File: config.mk
export PLATFORM = sky130hd
export DESIGN_NAME = dmem_access_ctrl
export DESIGN_NICKNAME = d
export VERILOG_FILES = /design/src/rtl/dmem_access_ctrl.sv
export SDC_FILE = /design/constraint.sdc
export NUM_CORES = 1
export LEC_CHECK = 0
export CAP_MARGIN = 15
export CORE_ASPECT_RATIO = 0.75
export CORE_MARGIN = 3
export CORE_UTILIZATION = 40
export CTS_CLUSTER_DIAMETER = 120
export DETAILED_ROUTE_END_ITERATION = 7
export PLACE_DENSITY = 0.8
export SETUP_SLACK_MARGIN = 0.4
export SYNTH_ARGS = -nofsm -noshare
export SYNTH_HDL_FRONTEND = slang
export SYNTH_SLANG_ARGS = --single-unit
File: constraint.sdc
create_clock -name clk -period 3.45 [get_ports clk]
set_input_delay 0.345 -clock clk [delete_from_list [all_inputs] [get_ports clk]]
set_output_delay 0.345 -clock clk [all_outputs]
set_load 0.01 [all_outputs]
File: src/rtl/dmem_access_ctrl.sv
// Data-memory access sequencer for the EX/MEM stage: req/ready handshake to a
// variable-latency memory, pipeline stall, load-data capture and timeout fault.
module dmem_access_ctrl #(
    parameter int DATA_W  = 32,
    parameter int TIMEOUT = 15,
    parameter int CNT_W   = 4
) (
    input  logic              clk,
    input  logic              rst,
    input  logic              mem_read_exmem,
    input  logic              mem_write_exmem,
    input  logic [DATA_W-1:0] alu_result_exmem,
    input  logic [DATA_W-1:0] write_data_exmem,
    output logic              dmem_req,
    output logic              dmem_we,
    output logic [DATA_W-1:0] dmem_addr,
    output logic [DATA_W-1:0] dmem_wdata,
    input  logic              dmem_ready,
    input  logic [DATA_W-1:0] dmem_rdata,
    output logic [DATA_W-1:0] memdata,
    output logic              mem_stall,
    output logic              mem_fault
);

    typedef enum logic [1:0] {
        ST_IDLE = 2'd0,
        ST_WAIT = 2'd1,
        ST_DONE = 2'd2
    } state_e;

    state_e            state_q, state_d;
    logic [CNT_W-1:0]  cnt_q, cnt_d;
    logic              req_q, req_d;
    logic              we_q, we_d;
    logic [DATA_W-1:0] addr_q, addr_d;
    logic [DATA_W-1:0] wdata_q, wdata_d;
    logic [DATA_W-1:0] memdata_q, memdata_d;
    logic              fault_q, fault_d;
    logic              access;

    assign access = mem_read_exmem | mem_write_exmem;

    // State and datapath registers
    always_ff @(posedge clk or posedge rst) begin
        if (rst) begin
            state_q   <= ST_IDLE;
            cnt_q     <= {CNT_W{1'b0}};
            req_q     <= 1'b0;
            we_q      <= 1'b0;
            addr_q    <= {DATA_W{1'b0}};
            wdata_q   <= {DATA_W{1'b0}};
            memdata_q <= {DATA_W{1'b0}};
            fault_q   <= 1'b0;
        end else begin
            state_q   <= state_d;
            cnt_q     <= cnt_d;
            req_q     <= req_d;
            we_q      <= we_d;
            addr_q    <= addr_d;
            wdata_q   <= wdata_d;
            memdata_q <= memdata_d;
            fault_q   <= fault_d;
        end
    end

    // Next-state and register update logic
    always_comb begin
        state_d   = state_q;
        cnt_d     = cnt_q;
        req_d     = req_q;
        we_d      = we_q;
        addr_d    = addr_q;
        wdata_d   = wdata_q;
        memdata_d = memdata_q;
        fault_d   = fault_q;
        case (state_q)
            ST_IDLE: begin
                if (access) begin
                    // A store wins when both read and write are flagged
                    addr_d  = alu_result_exmem;
                    wdata_d = write_data_exmem;
                    we_d    = mem_write_exmem;
                    req_d   = 1'b1;
                    cnt_d   = {CNT_W{1'b0}};
                    state_d = ST_WAIT;
                end else begin
                    state_d = ST_IDLE;
                end
            end
            ST_WAIT: begin
                if (dmem_ready) begin
                    req_d   = 1'b0;
                    state_d = ST_DONE;
                    if (!we_q) begin
                        memdata_d = dmem_rdata;
                    end else begin
                        memdata_d = memdata_q;
                    end
                end else if (cnt_q == CNT_W'(TIMEOUT - 1)) begin
                    // Abandon the request; a timed-out load returns zero
                    req_d   = 1'b0;
                    fault_d = 1'b1;
                    state_d = ST_DONE;
                    if (!we_q) begin
                        memdata_d = {DATA_W{1'b0}};
                    end else begin
                        memdata_d = memdata_q;
                    end
                end else begin
                    cnt_d   = cnt_q + CNT_W'(1);
                    state_d = ST_WAIT;
                end
            end
            ST_DONE: begin
                state_d = ST_IDLE;
            end
            default: begin
                state_d = ST_IDLE;
                req_d   = 1'b0;
            end
        endcase
    end

    assign mem_stall  = ((state_q == ST_IDLE) && access) || (state_q == ST_WAIT);
    assign dmem_req   = req_q;
    assign dmem_we    = we_q;
    assign dmem_addr  = addr_q;
    assign dmem_wdata = wdata_q;
    assign memdata    = memdata_q;
    assign mem_fault  = fault_q;

endmodule
# ---- After elaboration in Yosys (flattened, before gate mapping)
# Index checks and enable logic that the tools add are counted.
dict set report totals {
  regBits 105
  in_bits 101
  elab_cells 46
}
dict set report op_classes {
  add_sub_neg 1
  n_eq_ne 7
  n_mux 16
  bitwise_logic 4
  reduce_logical 10
}
# op n
set ops {}
lappend ops {{32-bit 2-to-1 mux} 4}
lappend ops {{4-bit 2-to-1 mux} 3}
lappend ops {{3-bit AND reduction} 3}
lappend ops {{4-bit one-hot mux with 2 select lines} 1}
lappend ops {{2-bit != test, second input constant} 3}
lappend ops {{4-bit by 1-bit adder with 4-bit output, second input constant} 1}
lappend ops {{4-bit == test, second input constant} 1}
lappend ops {{1-bit 2-to-1 mux} 4}
lappend ops {{2-bit 2-to-1 mux} 2}
lappend ops {{2-bit one-hot mux with 2 select lines} 1}
lappend ops {{4-bit AND reduction} 1}
lappend ops {{2-bit nonzero test} 2}
lappend ops {{3-bit != test, second input constant} 1}
lappend ops {{1-bit inverter} 3}
lappend ops {{1-bit one-hot mux with 3 select lines} 1}
lappend ops {{2-bit by 1-bit == test with 1-bit output, second input constant} 1}
lappend ops {{2-bit == test, second input constant} 1}
lappend ops {{2-bit logical NOT} 1}
lappend ops {{2-bit AND reduction} 1}
lappend ops {{1-bit logical AND} 1}
lappend ops {{1-bit logical OR} 1}
lappend ops {{1-bit OR} 1}

# ---- Depth between registers and ports, before layout
# Gate-level depths: netlist (run 1).
dict set report depth {
  depth_word 4
  ltp_mapped 7
  depth_no_buf 5
}

# ---- Worst setup path after synthesis (run 1)
# OpenSTA, ideal clock, no wires.
dict set report synth_timing {
  kind {register to register}
  startpoint {reg cnt_q[0]}
  endpoint {reg memdata_q[0] (netlist: memdata[0])}
  t_arrival_ns 1.502
  setup_slack_ns 1.827
  path_stages_with_launch 8
  synth_period_minus_slack_ns 1.623
  path_cell_list {dfrtp_1 > inv_1 > ha_1 > a31oi_1 > or3_1 > buf_6 > buf_6 > a22o_1}
}
dict set report synth_via {
  elab_chain_cells 3
}
# item line
set synth_rtl {}
lappend synth_rtl {{start, declared} 32} ;# logic [CNT_W-1:0] cnt_q, cnt_d;
lappend synth_rtl {{start signal, assigned} 47} ;# cnt_q <= {CNT_W{1'b0}};
lappend synth_rtl {{start signal, assigned} 56} ;# cnt_q <= cnt_d;
lappend synth_rtl {{4-bit == test} 99} ;# end else if (cnt_q == CNT_W'(TIMEOUT - 1)) begin
lappend synth_rtl {{2-bit nonzero test (no line)} -}
lappend synth_rtl {{3-bit AND reduction (no line)} -}
lappend synth_rtl {{end signal, assigned} 52} ;# memdata_q <= {DATA_W{1'b0}};
lappend synth_rtl {{end signal, assigned} 61} ;# memdata_q <= memdata_d;
lappend synth_rtl {{end, declared} 37} ;# logic [DATA_W-1:0] memdata_q, memdata_d;
# No other way between the ends.
# A chain may end at the register's enable or synchronous reset.

# ---- Worst setup path in the final report (run 1)
dict set report layout_timing {
  startpoint {reg state_q[0]}
  endpoint {out mem_stall}
}
dict set report layout_via {
  elab_chain_cells 3
}
# item line
set layout_rtl {}
lappend layout_rtl {{start, declared} 31} ;# state_e state_q, state_d;
lappend layout_rtl {{start signal, assigned} 55} ;# state_q <= state_d;
lappend layout_rtl {{2-bit logical NOT} 124} ;# assign mem_stall = ((state_q == ST_IDLE) && access) || (state_q == ST_WAIT);
lappend layout_rtl {{1-bit logical AND} 124}
lappend layout_rtl {{1-bit logical OR (*)} 124}
lappend layout_rtl {{end, declared} 21} ;# output logic mem_stall,
# Every way passes the cells marked *; elsewhere a longest branch is shown, timed or not.

==> results.md, run 1 <==
* Worst slew pin tran at 0.813 ns
* Worst Path Arrival at 1.84 ns
* DP Worst Slack at around 1.1 ns
* Final hold violation count at 0
* Async SR Flop Fraction at 100%
* Clock tree sinks at 105
* Synth Instances at 250
* Largest net degree at the start of global routing at 66
* Share of the synthesized area in the top cell type at 65.9%
* DR WL/cell at 17.4 um
* H-tree depth at 3
* CP Capture Type: primary output
* Min-Delay Path Class: reg -> reg
* Total core area at 9380 um^2
* Final setup margin at 1.27 ns
* Tot Pwr at 5.76 mW
* Slowest CP cell: clkdlybuf4s50_1
* Worst path cell trace: or2_2 > o21ai_0 > clkdlybuf4s50_1
* Net Switching at 1.77 mW
* Die area at between 10,000 and 15,000 um^2
* Static Leak at 2.69 nW
* Antenna fix cells at 0
* Ranking of synthesized cells by area: dfrtp_1 (66%), mux2_2 (18%), a22o_1 (7.2%)
* DRT antenna net count at 0
* Setup TNS at 0 ns
* Clk pwr share at between 10% and 20%
* Hold-fix buffers at CTS at 0
* Die W at 121 um
* Clk buf depth at 2
* Layout cells sized above 1 at 20.0%
* Register bit total from synthesis at between 100 and 150
* Resized cells post-CTS at 0
* Initial antenna violation count at 0
* # Post-CTS Setup Buffers at 0
* Pwr per Cell Area at 907 nW/um^2
* Final Cycle Share at 63.3%
* CTS tree: built
* Grt ovf at 0
* Via count of the first global-routing pass at 2,979
* Count of pins over their slew limit at 0
* Hold path endpoint: mem_fault
* Crit Reg-Reg Startpoint: state_q[0]
* Pre-antenna DRT Iters at 4
* Worst Setup Start Kind: register
* Slew HR at 45.8%
* Initial drt markers at 120
* Area leader, netlist: dfrtp_1
* FMAX at about 460 MHz
* Sequential share of the synthesized area at 65.9%
* Worst Hold Launch: mem_fault
* Worst VDD drop at 534 uV
* Die height at 92.5 um
* DRC Markers at 0
* Non-filler cells, final at 584
* CTS buffer count at 9
* Sw Share at 30.7%
* Commonest cells post-synth: dfrtp_1 (105), mux2_2 (65), a22o_1 (33)
* Slowest stage delay, CP at 0.56 ns
* Most common cell in the synthesized netlist: dfrtp_1
* Cell Area, Synth at 3990 um^2
* Total I/O pin count at around 200
* Worst-path clk slew at 0.07 ns
* Synth warn at 0
* I/O Buffers at 200
* Util after Layout at about two thirds
* Crit path max-delay family: buffers and inverters
* Mapped Nets at around 350
* Rows at 30
* GRT Util Overall at 18.0%
* RR Endpoint: dmem_wdata[1]
* Avg Cell Area, Syn at 16.0 um^2
* Reg2reg setup slack at 1.36 ns
* Vias at approximately 2,900
* Required @ worst endpoint at slightly above 3 ns
* # Max-Cap Violations at 0
* First-pass GRT wire length at 15,900 um
* Synth-to-Final Area Change at 59.2%
* Internal power at 3.99 mW
* Final Skew at 0.00468 ns
* Hpwl dp at 7560 um
* Crit Path Category: reg -> out
* Sequential share of power at 37.4%
* Clock latency on the worst-skew pair at 0.33 ns
* Status: finished clean
* Final Wtd Congestion at 0.777
* WP buf/inv at 1
* Initial Utilization at a little over two fifths
* Final setup fails at 0
* Synth cell types at 24
* Number of synthesized flops with an enable pin at 0
* NumNets Final at 555
* DR vias/cell at 4.96
* Main synth FF type: dfrtp_1
* RSZ-0062 raised after global routing: false
* Placed insts at 568
* Gate power share at 46.5%
* Worst Reg2Reg Path Length in Cells at 4
* CP Max Fanout at 5
* Root buf cell: clkbuf_16
* WHS Path Cells at 1
* Post-layout min period at 2.18 ns
* Routed Wire Length at 10,200 um
-- worst register-to-register path, cell delays in order, from the launching register on --
cell	delay [ns]
dfrtp_1	0.40
or2_2	0.37
nor2_4	0.11
buf_4	0.63
mux2_2	0.45
-- registers in the layout, summed over array words and instances, names as in the netlist --
| name | cells |
|---|---|
| dmem_wdata | 32 |
| state_q | 2 |
| dmem_we | 1 |
| cnt_q | 4 |
| mem_fault | 1 |
| dmem_addr | 32 |
| dmem_req | 1 |
| memdata | 32 |
-- routing by layer --
metal	share of wire, %	GRT usage [%]	vias up
li1	-	-	1313
met1	40	21.8	1445
met2	49	29.6	125
met3	9.8	7.69	13
met4	1.5	4.94	0
met5	0	0	-
-- cells in the final DEF, fill, tap and decap left out --
| master | n |
|---|---|
| nor2_4 | 1 |
| a31o_2 | 1 |
| o21ai_0 | 5 |
| or3_1 | 1 |
| o21a_1 | 1 |
| nor3_1 | 1 |
| inv_6 | 1 |
| buf_4 | 5 |
| a31oi_1 | 1 |
| buf_8 | 1 |
| a22o_1 | 33 |
| ha_1 | 2 |
| a41o_1 | 1 |
| nand2b_1 | 1 |
| nor3b_4 | 1 |
| clkinv_4 | 1 |
| or2_2 | 1 |
| nand2_1 | 1 |
| clkdlybuf4s50_1 | 200 |
| o22ai_1 | 1 |
| nor2_1 | 5 |
| clkinv_2 | 1 |
| inv_1 | 1 |
| and2b_1 | 1 |
| mux2_2 | 65 |
| clkbuf_16 | 9 |
| dfrtp_1 | 105 |
| clkinvlp_4 | 4 |
| mux2i_1 | 2 |
| nand3_1 | 3 |
-- layout make-up --
| type | instances | area (um^2) |
|---|---|---|
| Clock inverter | 6 | 45.0 |
| Clock buffer | 9 | 225 |
| Fill cell | 697 | 3030 |
| Tap cell | 128 | 160 |
| Timing Repair Buffer | 206 | 2050 |
| Inverter | 2 | 11.3 |
| Sequential cell | 105 | 2630 |
| Multi-Input combinational cell | 128 | 1230 |
-- kinds of logic (layout without fill, tap and decap cells) --
| logic type | Yosys count | in the layout | share of synthesized area, % |
|---|---|---|---|
| flops | 105 | 105 | 65.9 |
| mux | 67 | 67 | 18.8 |
| compound gates | 43 | 43 | 8.84 |
| buf+inv | 17 | 223 | 3.70 |
| simple gates | 16 | 16 | 2.13 |
| fa+ha+maj | 2 | 2 | 0.627 |
-- power by group through the flow --
| stage | Clock [mW] | Sequential [mW] | Combinational, mW |
|---|---|---|---|
| detailed placement | 0 | 2.18 | 2.71 |
| floorplan | 0 | 2.41 | 1.00 |
| global placement | 0 | 2.14 | 2.64 |
| CTS | 0.963 | 2.16 | 2.71 |
| global route | 1.01 | 2.23 | 2.85 |
| finish | 0.929 | 2.15 | 2.68 |
-- metrics by stage --
step	hold slack, ns	cell area (um^2)
after CTS	0.478	6340
after floorplan	0.485	3990
final	0.476	6350
after global routing	0.502	6350
after global placement	0.457	6070
after detailed placement	0.458	6070
-- worst max path at each step --
stage / startpoint / cells after the start / endpoint
after floorplan: cnt_q[0] / 7 / memdata[0]
after global placement: mem_write_exmem / 5 / dmem_wdata[31]
after detailed placement: dmem_ready / 4 / memdata[9]
after CTS: cnt_q[0] / 5 / memdata[9]
after global routing: state_q[0] / 3 / mem_stall
final: state_q[0] / 3 / mem_stall
(Power assumes the default switching activity.)
==> run 2: changes to the inputs <==
- clock period: 3.45 -> 2.05 ns (I/O delays scaled with it)
==> run 2 against run 1 <==
Combinational power increased by 88%. Die area is the same. Register-to-register slack got worse by 0.97 ns. Wire length up 9.8%. Worst setup slack worse by 0.87 ns. Hold slack got worse by 0.069 ns. Final cell count is 2.6% higher. Clock skew up 0.0012 ns. Utilization increased by 3.7 points. Critical path depth rose by 3. Critical endpoint is now memdata[16]. Largest cell class unchanged.
==> results.md, run 2 (synthesis results as in run 1) <==
* Status: finished clean
* Gate power share at 48.4% (+1.9 points)
* Post-layout min period at 1.66 ns
* Worst VDD drop at 1000 uV (+88%)
* Slowest CP cell: or3_4
* M1 GR Usage at 22.6% (+0.74 points)
* Sw Share at 30.3% (-0.44 points)
* Die area at 11,200 um^2 (unchanged)
* Hpwl dp at 7650 um (+1.2%)
* Final Cycle Share at 80.9%
* Vias at 2,991 (+3.3%)
* Initial Utilization at 42.5% (unchanged)
* Total I/O pin count at 201 (unchanged)
* Pwr per Cell Area at 1550 nW/um^2 (+71%)
* GRT Util Overall at 19.1% (+1.1 points)
* Final hold violation count at 0 (unchanged)
* Worst path cell trace: inv_2 > ha_4 > a31oi_4 > or3_4 > clkbuf_16 > a22o_1
* CTS tree: built
* CP Max Fanout at 10 (+5)
* Die height at 92.5 um (unchanged)
* DRT antenna net count at 0 (unchanged)
* Clk buf depth at 2 (unchanged)
* CTS buffer count at 9 (unchanged)
* Die W at 121 um (unchanged)
* Largest net degree at the start of global routing at 106 (+61%)
* Static Leak at 2.85 nW (+6.0%)
* WP buf/inv at 2 (+1)
* FMAX at 603 MHz
* DR WL/cell at 18.6 um (+7.1%)
* First-pass GRT wire length at 16,500 um (+3.8%)
* Worst Setup Start Kind: register
* Final setup fails at 0 (unchanged)
* Internal power at 7.26 mW (+82%)
* Worst-path clk slew at 0.07 ns (about the same)
* Fill cells at 638 (-8.5%)
* Grt ovf at 0 (unchanged)
* Sequential share of power at 35.0% (-2.4 points)
* H-tree depth at 3 (unchanged)
* Layout cells sized above 1 at 24.0% (+4.0 points)
* CP Capture Type: register
* Worst Reg2Reg Path Length in Cells at 6 (+2)
* Crit path max-delay family: simple AND/OR/NAND/NOR gates
* Leading cell types in the layout, fill and taps excluded: clkdlybuf4s50_1 (199), dfrtp_1 (104), mux2_2 (65)
* GR peak layer: met2
* Crit Path Category: reg -> reg
* Count of pins over their slew limit at 0 (unchanged)
* RSZ-0062 raised after global routing: true
* Clock latency on the worst-skew pair at 0.34 ns (about the same)
* I/O Buffers at 200 (unchanged)
* Required @ worst endpoint at 2.27 ns (-0.84 ns)
* Antenna fix cells at 0 (unchanged)
* Pre-antenna DRT Iters at 4 (unchanged)
* Slowest stage delay, CP at 0.43 ns (-0.13 ns)
* Min-Delay Path Class: in -> async
* Clock tree sinks at 105 (unchanged)
* Most common cell after layout, fill and taps aside: clkdlybuf4s50_1
* Synth-to-Final Area Change at 68.0%
* Util after Layout at 71.4% (+3.7 points)
* Grt met2 use at 31.5% (+1.9 points)
* DRC Markers at 0 (unchanged)
* Global routing usage on met3 at 8.73% (+1.0 points)
* Slew HR at 64.1% (+18 points)
* Net Switching at 3.15 mW (+78%)
* DR vias/cell at 4.99 (+0.69%)
* Total core area at 9380 um^2 (unchanged)
* Root buf cell: clkbuf_16
* Setup TNS at 0 ns (unchanged)
* Initial drt markers at 153 (+28%)
* Levels on crit path at 6 (+3)
* Final Skew at 0.00591 ns (+0.00123 ns)
* Worst slew pin tran at 0.539 ns (-0.274 ns)
* # Max-Cap Violations at 0 (unchanged)
* Rows at 30 (unchanged)
* Final Wtd Congestion at 0.752 (-3.3%)
* Routed Wire Length at 11,200 um (+9.8%)
* NumNets Final at 569 (+2.5%)
* Via count of the first global-routing pass at 3,144 (+5.5%)
* Hold-fix buffers at CTS at 0 (unchanged)
* Clk pwr share at 16.6% (+0.5 points)
* Initial antenna violation count at 0 (unchanged)
* Worst Path Arrival at 1.88 ns (+0.04 ns)
==> run 2: changes by cell type in the layout (fill, tap and decap cells not counted), sizes merged <==
cell / before / now
buf: 6 / 15
bufinv: 0 / 1
clkbuf: 9 / 16
clkdlybuf4s15: 0 / 1
clkdlybuf4s50: 200 / 199
clkinvlp: 4 / 2
==> run 2: worst min-delay path, cell delays in order <==
cell and delay, ns:
clkdlybuf4s50_1 0.45, clkinvlp_4 0.10, buf_12 0.43
==> run 2: worst paths after layout <==
check,end,slack (ns),from
worst min register to register,dmem_req,0.49,dmem_req
worst max-delay path,memdata[16],0.39,cnt_q[0]
max in group asynchronous,cnt_q[1],1.24,rst
worst min-delay path,dmem_wdata[11],0.41,rst
worst max register to register,memdata[16],0.39,cnt_q[0]
min in group clk,memdata[30],0.47,dmem_rdata[30]
==> run 2: power groups by stage <==
stage	clock [mW]	sequential, mW	combinational (mW)
final	1.73	3.64	5.04
after global routing	1.89	3.79	5.36
after CTS	1.79	3.64	4.78
after detailed placement	0	3.66	4.67
after global placement	0	3.62	4.55
after floorplan	0	4.06	1.69
==> run 2: cell type report <==
class	instances	area, um^2	share of cell area, %
flip-flops and latches	105	2630	39.2
repair buffers	220	2320	34.7
multi-input cells	128	1270	19.0
clock buffers	11	243	3.62
well taps	128	160	2.39
clock inverters	5	63.8	0.952
inverters	2	11.3	0.168
==> run 2: per-stage QoR <==
stage / hold WS [ns] / worst slack, ns / instances / power [mW] / instance area (um^2)
floorplan: 0.345 / 0.427 / 250 / 5.75 / 3990
global placement: 0.475 / 0.284 / 571 / 8.16 / 6130
detailed placement: 0.479 / 0.263 / 571 / 8.33 / 6130
CTS: 0.430 / 0.399 / 591 / 10.2 / 6520
global route: 0.457 / 0.354 / 599 / 11.0 / 6700
finish: 0.407 / 0.392 / 599 / 10.4 / 6700
==> run 2: what timing repair did <==
action                                  4_1_cts  5_1_grt
buffers inserted                              4        3
pin swaps                                     1        4
hold endpoints to repair                      0        0
resized for setup                            14        7
endpoints found under the setup margin       97       70
cloned                                        0        5
==> run 2: routing by layer <==
| layer | wire length (um) | share of wire, % |
|---|---|---|
| met1 | 4270 | 38 |
| met4 | 184 | 1.6 |
| met3 | 1160 | 10 |
| met2 | 5550 | 50 |
| met5 | 0 | 0 |
==> run 3: changes to the inputs <==
- clock period: 2.05 -> 1.7 ns (I/O delays scaled with it)
==> run 3 against run 2 <==
Final area grew 6.7%. Hold slack got worse by 0.23 ns. Sequential power rose by 21%. Wire length grew 8.5%. Critical path type unchanged. Critical endpoint is now memdata[18].
==> results.md, run 3 (synthesis results as in run 1) <==
* Status: finished clean
* Via count of the first global-routing pass at 3,317 (+5.5%)
* Pwr per Cell Area at 1840 nW/um^2 (+19%)
* Root buf cell: clkbuf_16
* Clock tree sinks at 105 (unchanged)
* Fill cells at 618 (-3.1%)
* Final hold violation count at 0 (unchanged)
* Worst slew pin tran at 0.401 ns (-0.139 ns)
* Antenna fix cells at 0 (unchanged)
* CP Capture Type: register
* Final Wtd Congestion at 0.729 (-3.0%)
* CTS tree: built
* Slowest CP cell: or3_4
* DRC Markers at 0 (unchanged)
* Die W at 121 um (unchanged)
* Net Switching at 4.21 mW (+33%)
* Die height at 92.5 um (unchanged)
* FMAX at 613 MHz (+1.6%)
* Hold slack at 0.180 ns (-0.227 ns)
* Post-layout min period at 1.63 ns (-0.0255 ns)
* Pre-antenna DRT Iters at 6 (+2)
* Worst Path Arrival at 1.86 ns (-0.02 ns)
* Leading cell types in the layout, fill and taps excluded: dfrtp_1 (104), clkdlybuf4s50_1 (100), dlygate4sd2_1 (98)
* Sw Share at 31.9% (+1.6 points)
* Synth-to-Final Area Change at 79.2%
* Internal power at 8.97 mW (+24%)
* DRT antenna net count at 0 (unchanged)
* Total core area at 9380 um^2 (unchanged)
* Worst VDD drop at 941 uV (-5.9%)
* Clock latency on the worst-skew pair at 0.34 ns (about the same)
* I/O Buffers at 200 (unchanged)
* Sequential share of power at 33.3% (-1.7 points)
* First-pass GRT wire length at 18,500 um (+12%)
* Initial Utilization at 42.5% (unchanged)
* DR vias/cell at 4.92 (-1.5%)
* Final setup fails at 0 (unchanged)
* CP Max Fanout at 8 (-2)
* Worst-path clk slew at 0.07 ns (about the same)
* Crit Path Category: reg -> reg
* Required @ worst endpoint at 1.93 ns (-0.34 ns)
* Most common cell after layout, fill and taps aside: dfrtp_1
* Final Cycle Share at 96.0% (+15 points)
* DR WL/cell at 19.5 um (+4.7%)
* Hold-fix buffers at CTS at 0 (unchanged)
* Hpwl dp at 8130 um (+6.3%)
* Slew HR at 73.2% (+9.2 points)
* Largest net degree at the start of global routing at 49 (-54%)
* Initial antenna violation count at 0 (unchanged)
* Worst Setup Start Kind: register
* Final Skew at 0.0113 ns (+0.00536 ns)
* Worst path cell trace: buf_4 > nand2b_4 > or3_4 > clkbuf_16 > a22o_1
* Count of pins over their slew limit at 0 (unchanged)
* Clk pwr share at 15.7% (-0.9 points)
* Initial drt markers at 164 (+7.2%)
* Layout cells sized above 1 at 28.2% (+4.2 points)
* Die area at 11,200 um^2 (unchanged)
* # Max-Cap Violations at 0 (unchanged)
* RSZ-0062 raised after global routing: true
* GRT Util Overall at 21.1% (+2.0 points)
* Vias at 3,054 (+2.1%)
* Slowest stage delay, CP at 0.42 ns (about the same)
* Util after Layout at 76.2% (+4.8 points)
* Rows at 30 (unchanged)
* Static Leak at 3.44 nW (+20%)
* Min-Delay Path Class: in -> async
* H-tree depth at 3 (unchanged)
* CTS buffer count at 9 (unchanged)
* Total I/O pin count at 201 (unchanged)
* Grt ovf at 0 (unchanged)
* NumNets Final at 591 (+3.9%)
* Clk buf depth at 2 (unchanged)
* Gate power share at 51.0% (+2.6 points)
* Routed Wire Length at 12,100 um (+8.5%)
run 3: cell types whose count changed in the layout (fill, tap and decap cells not counted), moves of 8 or more:
cell | previous run | this run
buf_6 | 1 | 9
mux2_4 | 0 | 65
mux2_2 | 65 | 0
buf_4 | 8 | 16
dlygate4sd2_1 | 0 | 98
clkdlybuf4s50_1 | 199 | 100
run 3: final cells by class:
type                    count  area [um^2]  share of cell area [%]
clock inverters             5         63.8                   0.893
flip-flops and latches    105         2630                    36.8
inverters                   2         11.3                   0.158
well taps                 128          160                    2.24
multi-input cells         128         1570                    21.9
repair buffers            242         2480                    34.7
clock buffers              11          233                    3.26
run 3: timing repair:
action | in CTS | in global routing
endpoints found under the setup margin | 201 | 104
gates resized for setup | 126 | 8
setup buffers | 8 | 5
gates cloned | 3 | 4
pin swaps | 5 | 6
run 3: per-layer routing:
| layer | wire (um) | track usage (%) | vias up |
|---|---|---|---|
| met3 | 879 | 6.53 | 12 |
| met5 | 0 | 0 | - |
| met1 | 5140 | 27.8 | 1531 |
| met4 | 164 | 4.57 | 0 |
| li1 | - | - | 1388 |
| met2 | 5940 | 34.6 | 123 |
run 3: power groups by stage:
stage	Sequential [mW]	Combinational, mW	Clock (mW)
floorplan	4.94	2.83	0
global placement	4.41	6.57	0
detailed placement	4.43	6.70	0
CTS	4.39	6.49	2.12
global route	4.55	7.09	2.24
finish	4.39	6.71	2.07
run 3: worst paths after layout:
path,start,end,slack [ns],depth (start not counted)
max reg2reg,state_q[1],memdata[18],0.07,5
max in group asynchronous,rst,dmem_addr[20],0.96,3
min reg2reg,mem_fault,mem_fault,0.46,1
min,rst,dmem_wdata[23],0.18,2
min in group clk,dmem_rdata[21],memdata[21],0.44,2
max,state_q[1],memdata[18],0.07,5
run 3: stage by stage:
stage	cell area, um^2	power, mW	cells	TNS, ns	worst slack (ns)
global route	7150	13.9	621	0	0.0244
CTS	7010	13.0	612	0	0.0787
detailed placement	6600	11.1	585	0	0.00924
floorplan	4320	7.76	250	0	0.106
global placement	6600	11.0	585	-0.0212	-0.0212
finish	7150	13.2	621	0	0.0679
run 3: worst max-delay path, delay by kind of cell (launching register included):
kind	cells	cell delay [ns]
buffers and inverters	2	0.34
AND/OR/NAND/NOR	2	0.58
flip-flops	1	0.40
AO/OA/AOI/OAI	1	0.20
==> edit, RTL diff (flow settings as in run 1) <==
`DATA_W`: 32 -> 16.
--- a/src/rtl/dmem_access_ctrl.sv
+++ b/src/rtl/dmem_access_ctrl.sv
@@ -1,7 +1,7 @@
 // Data-memory access sequencer for the EX/MEM stage: req/ready handshake to a
 // variable-latency memory, pipeline stall, load-data capture and timeout fault.
 module dmem_access_ctrl #(
-    parameter int DATA_W  = 32,
+    parameter int DATA_W  = 16,
     parameter int TIMEOUT = 15,
     parameter int CNT_W   = 4
 ) (
Interface: changed (6 resized); port bits go from 201 to 105. The function was not compared with the original's and may differ.
==> edit against run 1 <==
Routed wire length shrank 44%. Sequential share of layout area shrank 1.0 points. Setup slack gained 0.077 ns. Total power shrank 47%. Largest power group unchanged. Largest cell class unchanged. Critical path type unchanged. First-iteration DRC count shrank 43%. Via count shrank 34%. Synthesized area shrank 44%. Cell area shrank 44%. Sequential power shrank 46%. Sequential cell count shrank 48.
==> edit: results (changes against run 1) <==
* **run status** completed, unchanged
* **share of the synthesized netlist area taken by xor and xnor gates** 0.393%, was 0%
* **slack of the worst reg-to-reg path** 1.59 ns, was 1.36 ns
* **leading post-synthesis cells by cell area** sky130_fd_sc_hd__dfrtp_1, sky130_fd_sc_hd__nand2_1, sky130_fd_sc_hd__a22o_1, was sky130_fd_sc_hd__dfrtp_1, sky130_fd_sc_hd__mux2_2, sky130_fd_sc_hd__a22o_1
* **clk_buf instances** 10, was 9
* **adder-cell share of the synthesized area** 1.12%, was 0.627%
* **VDD IR max** 474 uV, was 534 uV
* **buffer type at the clock tree root** sky130_fd_sc_hd__clkbuf_8, was sky130_fd_sc_hd__clkbuf_16
* **maximum net fanout on the critical path** 7, was 5
* **wire length per cell** 14.2 um, was 17.4 um
* **routed length on met2** 2470 um, was 4970 um
* **Non-clock buffers, area share** 30.1%, was 32.3%
* **share of the synthesized area in compound gates (AO/OA/AOI/OAI)** 9.32%, was 8.84%
* **share of cells above drive strength 1** 9.70%, was 20.0%
* **number of non-clock buffers in the layout** 107, was 206
* **hpwl dp** 4010 um, was 7560 um
* **fraction of area in clock buffers and inverters** 5.94%, was 4.25%
* **hold_ws** 0.461 ns, was 0.476 ns
* **R2R depth** 6, was 4
* **wl on met1** 2720 um, was 4050 um
* **detailed-routed wire length on met3** 453 um, was 998 um
* **critical path data arrival time** 1.76 ns, was 1.84 ns
* **area of the multi-input gates** 734 um2, was 0.00123 mm2
* **GRT Resource Usage Total** 18.9%, was 18.0%
* **sequential cell area in the final layout** 0.00143 mm2, was 0.00263 mm2
* **most instantiated cells after synthesis** sky130_fd_sc_hd__nand2_1, sky130_fd_sc_hd__dfrtp_1, sky130_fd_sc_hd__a22o_1, was sky130_fd_sc_hd__dfrtp_1, sky130_fd_sc_hd__mux2_2, sky130_fd_sc_hd__a22o_1
* **largest net degree at the start of global routing** 39, was 66
* **Post-Route Skew** 0.00430 ns, was 0.00468 ns
* **Combinational Power Share** 40.7%, was 46.5%
* **total wire length** 5730 um, was 10200 um
* **Global Route met3 Usage** 7.33%, was 7.69%
* **met1 usage in global routing** 25.5%, was 21.8%
* **beginning of the worst register-to-register path** cnt_q[0]$_DFFE_PP0P_, was state_q[0]$_DFF_PP0_
* **Static Leak** 1.68 nW, was 2.69 nW
* **post-DR vias/cell** 4.78, was 4.96
* **nonclk inv count** 3, was 2
* **Post-Syn Nets** 272, was 353
* **wire length of the first global-routing pass** 9520 um, was 15900 um
* **Worst Tran Pin Value** 0.945 ns, was 0.813 ns
* **PD cells** 867 mW/mm2, was 907 mW/mm2
* **net count of the finished layout** 380, was 555
* **placed cells** 386, was 568
edit: cell count changes after synthesis, moves of 2 or more:
cell,change
sky130_fd_sc_hd__or3_1,+2
sky130_fd_sc_hd__mux2_2,-65
sky130_fd_sc_hd__dfrtp_1,-48
sky130_fd_sc_hd__a22o_2,+6
sky130_fd_sc_hd__a22o_1,-22
sky130_fd_sc_hd__a21oi_1,+3
sky130_fd_sc_hd__o21ai_0,-2
sky130_fd_sc_hd__nand2_1,+99
sky130_fd_sc_hd__nand4_1,+2
sky130_fd_sc_hd__mux2i_1,-2
sky130_fd_sc_hd__clkbuf_1,+4
sky130_fd_sc_hd__buf_6,-9
edit: through the flow:
stage / instance area [um2] / setup slack (ns)
2_1_floorplan: 2230 / 1.71
3_3_place_gp: 3330 / 1.45
3_5_place_dp: 3330 / 1.39
4_1_cts: 3540 / 1.32
5_1_grt: 3540 / 1.22
6_report: 3540 / 1.34
edit: worst max path at each step:
stage / start / slack, ns / endpoint / cells after the start
final: state_q[0]$_DFF_PP0_ / 1.34 / mem_stall / 4
after global routing: state_q[0]$_DFF_PP0_ / 1.22 / mem_stall / 4
after CTS: state_q[0]$_DFF_PP0_ / 1.32 / mem_stall / 4
after detailed placement: dmem_ready / 1.39 / memdata[15]$_DFFE_PP0P_ / 3
after global placement: dmem_ready / 1.45 / memdata[14]$_DFFE_PP0P_ / 3
after floorplan: rst / 1.71 / cnt_q[0]$_DFFE_PP0P_ / 1
edit: worst max-delay path, cell delays in order (launching register included):
cell and delay (ns):
sky130_fd_sc_hd__dfrtp_1 0.44, sky130_fd_sc_hd__nor2_1 0.29, sky130_fd_sc_hd__o21ai_2 0.11, sky130_fd_sc_hd__nand2_1 0.07, sky130_fd_sc_hd__clkdlybuf4s50_1 0.53
